**src/rtl/alu_seq_nbit.sv**
```systemverilog
// alu_seq_nbit: handshaked ALU with single-cycle ops and a WIDTH-cycle shift-add multiplier.
module alu_seq_nbit #(
    parameter int WIDTH = 8
) (
    input  logic             clk,
    input  logic             rst_n,
    input  logic             in_valid,
    output logic             in_ready,
    input  logic [WIDTH-1:0] A,
    input  logic [WIDTH-1:0] B,
    input  logic [2:0]       sel,
    output logic             out_valid,
    input  logic             out_ready,
    output logic [WIDTH-1:0] Y,
    output logic             Cout,
    output logic             Zero,
    output logic             Ovf
);
    localparam int CW = (WIDTH > 2) ? $clog2(WIDTH) : 1;
    localparam logic [CW-1:0] LAST = CW'(WIDTH - 1);

    typedef enum logic [1:0] {IDLE, BUSY, DONE} state_t;

    state_t             state, state_nxt;
    logic [2*WIDTH-1:0] mcand, acc, acc_nxt;
    logic [WIDTH-1:0]   mplier, y_alu;
    logic [CW-1:0]      cnt;
    logic [WIDTH:0]     sum, diff;
    logic               accept, last, c_alu, o_alu;

    assign in_ready  = state == IDLE;
    assign out_valid = state == DONE;
    assign accept    = in_valid && in_ready;
    assign last      = cnt == LAST;
    assign acc_nxt   = acc + (mplier[0] ? mcand : '0);

    always_ff @(posedge clk or negedge rst_n)
        if (!rst_n) state <= IDLE;
        else        state <= state_nxt;

    always_comb begin
        state_nxt = state;
        case (state)
            IDLE:    state_nxt = accept ? ((sel == 3'b101) ? BUSY : DONE) : IDLE;
            BUSY:    state_nxt = last ? DONE : BUSY;
            DONE:    state_nxt = out_ready ? IDLE : DONE;
            default: state_nxt = IDLE;
        endcase
    end

    // Single-cycle ops evaluate straight from the inputs so the result lands on the accepting edge.
    always_comb begin
        sum   = {1'b0, A} + {1'b0, B};
        diff  = {1'b0, A} - {1'b0, B};
        y_alu = '0;
        c_alu = 1'b0;
        o_alu = 1'b0;
        case (sel)
            3'b000: begin
                y_alu = sum[WIDTH-1:0];
                c_alu = sum[WIDTH];
                o_alu = (A[WIDTH-1] == B[WIDTH-1]) && (sum[WIDTH-1] != A[WIDTH-1]);
            end
            3'b001: begin
                y_alu = diff[WIDTH-1:0];
                c_alu = ~diff[WIDTH];
                o_alu = (A[WIDTH-1] != B[WIDTH-1]) && (diff[WIDTH-1] != A[WIDTH-1]);
            end
            3'b010:  y_alu = A & B;
            3'b011:  y_alu = A | B;
            3'b100:  y_alu = A ^ B;
            3'b110:  y_alu = A;
            default: y_alu = '0;
        endcase
    end

    // mcand/mplier hold the captured operands; the multiplier consumes them one bit per cycle.
    always_ff @(posedge clk or negedge rst_n)
        if (!rst_n) begin
            mcand  <= '0;
            mplier <= '0;
            acc    <= '0;
            cnt    <= '0;
            Y      <= '0;
            Cout   <= 1'b0;
            Zero   <= 1'b0;
            Ovf    <= 1'b0;
        end else begin
            case (state)
                IDLE: if (accept) begin
                    mcand  <= {{WIDTH{1'b0}}, A};
                    mplier <= B;
                    acc    <= '0;
                    cnt    <= '0;
                    if (sel != 3'b101) begin
                        Y    <= y_alu;
                        Cout <= c_alu;
                        Ovf  <= o_alu;
                        Zero <= y_alu == '0;
                    end
                end
                BUSY: begin
                    acc    <= acc_nxt;
                    mcand  <= mcand << 1;
                    mplier <= mplier >> 1;
                    cnt    <= cnt + 1'b1;
                    if (last) begin
                        Y    <= acc_nxt[WIDTH-1:0];
                        Cout <= |acc_nxt[2*WIDTH-1:WIDTH];
                        Ovf  <= 1'b0;
                        Zero <= acc_nxt[WIDTH-1:0] == '0;
                    end
                end
                default: ;
            endcase
        end
endmodule
```
**config.mk**
```make
export PLATFORM = sky130hd
export DESIGN_NAME = alu_seq_nbit
export DESIGN_NICKNAME = d
export VERILOG_FILES = /design/src/rtl/alu_seq_nbit.sv
export SDC_FILE = /design/constraint.sdc
export NUM_CORES = 1
export LEC_CHECK = 0
export CORE_ASPECT_RATIO = 0.7
export CORE_MARGIN = 5
export CORE_UTILIZATION = 30
export DETAILED_ROUTE_END_ITERATION = 12
export PLACE_DENSITY_LB_ADDON = 0.15
export SETUP_SLACK_MARGIN = 0.5
export SLEW_MARGIN = 20
export SYNTH_ARGS = -nofsm -noshare
export SYNTH_HDL_FRONTEND = slang
export SYNTH_SLANG_ARGS = --single-unit
```
**constraint.sdc**
```tcl
create_clock -name clk -period 5.95 [get_ports clk]
set_input_delay 0.595 -clock clk [delete_from_list [all_inputs] [get_ports clk]]
set_output_delay 0.595 -clock clk [all_outputs]
set_load 0.1 [all_outputs]
```
=== Word level (Yosys, flattened, before mapping) ===
Index checks and enable logic that the tools add are counted.

* Output and inout port bits: 13
* Memories kept: 0
* Word-level logic and storage cells: 78
* Memory bits (writable): 0
* Bits in latches: 0
* Flip-flop bits (word level): 56
* ROM bits: 0
* Input bits: 23

* $lt $le $gt $ge: 0
* Multiplexer cells: 33
* $mul: 0
* Add/sub/neg operators: 4
* Bitwise gates (word level): 4
* Reductions and logical operators: 11
* Shift operators: 0
* Divide/modulo/power cells: 0
* Eq/ne operators: 17

{| class="wikitable"
|+ Operators with widths
! cell !! number
|-
| $pmux 16 s2 || 2
|-
| $mux 16 || 3
|-
| $pmux 8 s6 || 1
|-
| $mux 8 || 4
|-
| $pmux 8 s2 || 2
|-
| $add 16x16->16 || 1
|-
| $logic_not 8->1 || 2
|-
| $eq 3x3->1 const B || 4
|-
| $pmux 1 s2 || 5
|-
| $add 8x8->9 || 1
|-
| $mux 1 || 9
|-
| $sub 8x8->9 || 1
|-
| $and 8x8->8 || 1
|-
| $mux 2 || 4
|-
| $or 8x8->8 || 1
|-
| $reduce_or 8->1 || 1
|-
| $xor 8x8->8 || 1
|-
| $eq 3x2->1 const B || 2
|-
| $pmux 2 s3 || 1
|-
| $pmux 3 s2 || 1
|-
| $ne 2x1->1 const B || 2
|-
| $reduce_and 4->1 || 1
|-
| $add 3x1->3 const B || 1
|-
| $eq 3x1->1 const B || 1
|-
| other kinds (13) || 17
|}

=== Logic depth before layout (Yosys ltp) ===
* Word-level depth: 7
* Mapped depth: 10
* Gate-level depth less buffers: 10

=== Worst setup path after synthesis ===
No wires, ideal clock.

* Path kind: register to register
* Start: register state[1]
* End: register Y[0]
* Data arrival time: 3.169 ns
* Path buffers: 2
* Setup time: 0.126 ns
* Stages on the path, launching flop included: 8
* Clock period less this slack: 3.294 ns
* Data required time: 5.824 ns
* Path slack: 2.656 ns
* Path through: dfrtp_1 > clkbuf_1 > nor2_1 > nand2_1 > nor2_1 > a21oi_1 > clkbuf_1 > a221o_1

* Word-level cells in the longest chain between the ends: 4
* Elaborated cells between the ends (all ways): 9
* Classes of those cells: eq/ne (4); mux (1); reduce/logical (4)

{| class="wikitable"
|+ RTL lines
! element !! RTL line !! text
|-
| start, declared || 24 || <nowiki>state_t state, state_nxt;</nowiki>
|-
| start signal, assigned || 39 || <nowiki>else state <= state_nxt;</nowiki>
|-
| $logic_not 2->1 (*) || 31 || <nowiki>assign in_ready = state == IDLE;</nowiki>
|-
| via in_ready || 8 || <nowiki>output logic in_ready,</nowiki>
|-
| $logic_and 1x1->1 || 33 || <nowiki>assign accept = in_valid && in_ready;</nowiki>
|-
| $ne 2x1->1 (no line) || n/a ||
|-
| $reduce_and 4->1 (no line) || n/a ||
|-
| end signal, assigned || 96 || <nowiki>Y <= y_alu;</nowiki>
|-
| end signal, assigned || 108 || <nowiki>Y <= acc_nxt[WIDTH-1:0];</nowiki>
|-
| end, declared || 14 || <nowiki>output logic [WIDTH-1:0] Y,</nowiki>
|}

Mark *: on every way through the listed nets, which the timed path passes. The rest lies on a longest branch.
A chain may end at the register's enable or synchronous reset.

=== Worst setup path after layout ===
* Start: input port B[0]
* End: register Y[6]

* Word-level cells in the longest chain between the ends: 5
* Elaborated cells between the ends (all ways): 6
* Classes of those cells: add/sub (2); mux (4)

{| class="wikitable"
|+ RTL lines
! element !! RTL line !! text
|-
| start, declared || 10 || <nowiki>input logic [WIDTH-1:0] B,</nowiki>
|-
| $sub 8x8->9 or $add 8x8->9 (tied branches) || 54, 53 ||
|-
| $pmux 8 s6 (*) || 58 || <nowiki>case (sel)</nowiki>
|-
| $mux 8 (*) || 95 || <nowiki>if (sel != 3'b101) begin</nowiki>
|-
| $mux 8 (*) || 90 || <nowiki>IDLE: if (accept) begin</nowiki>
|-
| $pmux 8 s2 (*) || 89 || <nowiki>case (state)</nowiki>
|}

Every way passes the cells marked *; elsewhere a longest branch is shown, timed or not. The select of a mux whose other input is x is not followed.

==> results by group <==
Status
  – Status: finished, final reports clean

Placed design
  – PortBufs: 35
  – Post-placement cell area: 4942 µm²
  – Dpl hpwl: 9570 µm
  – Routability cong.: 0.8631
  – Inst Count DP: 737

Drt
  – Vias per cell: 5.238
  – Met1 WL: 6877 µm
  – Final wirelength: 12,790 µm
  – DRC viols: 0
  – Detailed Route Iter0 Violations: 310
  – Top Layer Used: met4
  – WL met3: 531 µm
  – Via count: 3,902
  – Per-cell routed wire length: 17.17 µm
  – First-pass detailed-route iteration total: 5
  – Antenna-violating nets left: 0
  – Metal2 WL: 5276 µm

Clock network
  – Post-CTS Resized: 0
  – TritonCTS clock tree: built
  – Maximum clock path buffer count: 2
  – Num CTS Buffers: 5
  – Post-CTS setup buffers: 0
  – Post-CTS Hold Fix Bufs: 0
  – Clock-pin slew on the worst setup and hold paths: 0.08 ns
  – Latest clock arrival within the worst-skew pair: 0.30 ns
  – CTS root buf: clkbuf_16
  – H-tree Lvls: 2
  – Clock Sinks: 56

Synthesis
  – Cell taking the most area after synthesis: dfrtp_1
  – Compound-Gate Fraction of Synth Area: 22.60%
  – Top post-synthesis cells by area: dfrtp_1 (32%), ha_1 (12%), nand2_1 (7.0%)
  – Synth Area in Adders: 13.27%
  – Mux cell area share after synthesis: 2.835%
  – Number of enable flip-flop cells after synthesis: 0
  – Largest family of logic cells by synthesized area: compound AO/OA/AOI/OAI gates
  – YS warnings: 0
  – Synth Area in XOR/XNOR: 3.572%
  – Synth Net Count: 598
  – Synth Instances: 530
  – Post-Syn Area: 4413 µm²
  – Post-synth top area share: 31.76%
  – #FFs+latches synth: 56
  – Synth Area in Simple Gates: 21.29%
  – Sequential area share after synthesis: 31.76%
  – Post-synth ARST share: 100.0%
  – Primary FF master, synth: dfrtp_1
  – Avg Cell Area, Syn: 8.326 µm²
  – Library cells used by synthesis: 68

Global routing
  – First-pass GRT wire length: 20,910 µm
  – Initial antenna violation count: 0
  – Grt total ovfl: 0
  – GRT Util Overall: 14.97%
  – Vias in the first global route: 3,813
  – Largest net degree at the start of global routing: 65

Die
  – Die area: 17,270 µm²
  – Initial Util: 30.26%
  – Vert. Die Dim: 111.5 µm
  – FP Rows: 37
  – Boundary Pins: 36
  – Die W: 155.0 µm
  – Core Area: 14,580 µm²

Setup path
  – Slowest cell on the critical path: clkdlybuf4s50_1
  – CP Launch Type: primary input
  – Cell Chain, Critical Path: clkdlybuf4s50_1 > ha_1 > fa_1 > a21o_1 > a31oi_2 > a21oi_1 > or4b_1 > and3_1 > a211oi_1 > a21o_1
  – Most frequent CP cell: a21o_1
  – Reg2reg start: mplier[0]
  – CP Capture Type: flop
  – CP startpoint: B[0]
  – Crit Path Category: in -> reg
  – Crit path DAT: 3.70 ns
  – Worst-path fanout max: 4
  – Slowest stage delay, CP: 0.58 ns
  – Critical Path RT: 6.19 ns

Timing
  – Slew @ Worst Pin: 1.061 ns
  – Skew final: 0.01060 ns
  – Fmax: 289.3 MHz
  – Slew HR: 29.30%
  – Final Cycle Share: 58.10%
  – Max-slew violation count: 0
  – RSZ-0062 raised after global routing: false
  – Hold violation total from the final report: 0
  – Final setup vio count: 0
  – Fin crit period: 3.457 ns
  – Setup TNS: 0 ns

Cells and area
  – Ant. Diodes: 0
  – Share of layout cells above drive strength 1: 4.545%
  – Layout Utilization: 34.90%
  – Filler cells: 1,537
  – Area occupied by registers: 1401 µm²
  – Nets: 617
  – Non-filler cells, final: 745
  – Area delta synth->final: 15.34%
  – Commonest non-fill, non-tap cells in the layout: nand2_1 (81), dfrtp_1 (56), ha_1 (42)
  – Commonest non-fill, non-tap cell in the layout: nand2_1
  – Final instance area: 5090 µm²
  – Multi-input logic area: 2819 µm²

Pwr
  – Peak supply drop: 136.3 µV
  – Pleak: 2.299 nW
  – Pwr Total: 1.758 mW
  – PwrDens: 345.5 nW/µm²

Flow run
  – Max Cap Violations: 0

Worst hold path
  – Worst hold-check path type: in -> async
-- per-layer routing --
layer	global-route usage, %	up-vias
li1	-	1926
met1	23.20	1875
met2	22.05	93
met3	2.564	8
met4	2.353	0
met5	0	-
-- cell usage after synthesis, types with 8 or more instances --
master / instances
dfrtp_1: 56
xor2_1: 9
and2_1: 18
clkbuf_1: 22
inv_1: 26
o21ai_1: 25
nor2_1: 41
ha_1: 42
nand2_1: 82
nor3_1: 11
a31oi_1: 18
a21oi_1: 27
xnor2_1: 9
nand3_1: 16
mux2i_1: 8
-- cell families (layout without fill, tap and decap cells) --
family                   count (synthesis)  count (layout)
AO/OA/AOI/OAI                          147             147
flip-flops                              56              56
AND/OR/NAND/NOR                        199             199
buffers and inverters                   54              74
adder cells (fa/ha/maj)                 45              45
XOR/XNOR                                18              18
multiplexers                            11              11
-- state kept, by name (all words and copies together) (netlist names) --
| name | flops |
|---|---|
| state | 2 |
| Ovf | 1 |
| Zero | 1 |
| mplier | 8 |
| Y | 8 |
| mcand | 16 |
| Cout | 1 |
| acc | 16 |
| cnt | 3 |
-- metrics by stage --
stage	setup slack [ns]	hold slack [ns]
2_1_floorplan	2.656	0.2994
3_3_place_gp	2.055	0.4740
3_5_place_dp	2.066	0.4808
4_1_cts	2.390	0.4782
5_1_grt	2.318	0.5150
6_report	2.493	0.4354
-- final cells by class --
type,count,share of cell area [%]
Clock buffer,6,2.532
Multi-Input combinational cell,420,55.38
Sequential cell,56,27.53
Inverter,26,1.917
Clock inverter,2,0.3196
Timing Repair Buffer,40,7.522
Tap cell,195,4.794
-- where the power goes --
group | total, mW | switching, mW | internal (mW)
registers | 0.588 | 0.101 | 0.487
clock network | 0.300 | 0.143 | 0.158
logic | 0.870 | 0.598 | 0.272
-- critical path: cells and delay by family --
kind	cells	cell delay, ns
compound gates	5	1.04
fa+ha+maj	2	0.74
simple gates	2	0.73
buf+inv	1	0.58
-- worst paths after layout --
check / to / slack [ns] / cells after the start
setup / recovery: Y[6] / 2.49 / 10
hold / removal: mcand[2] / 0.44 / 2
setup reg to reg: Cout / 2.62 / 10
hold reg to reg: cnt[0] / 0.50 / 1
max in group asynchronous: mplier[5] / 5.00 / 2
min in group clk: cnt[0] / 0.50 / 1
Note: power is estimated with default switching activity, not from simulation.
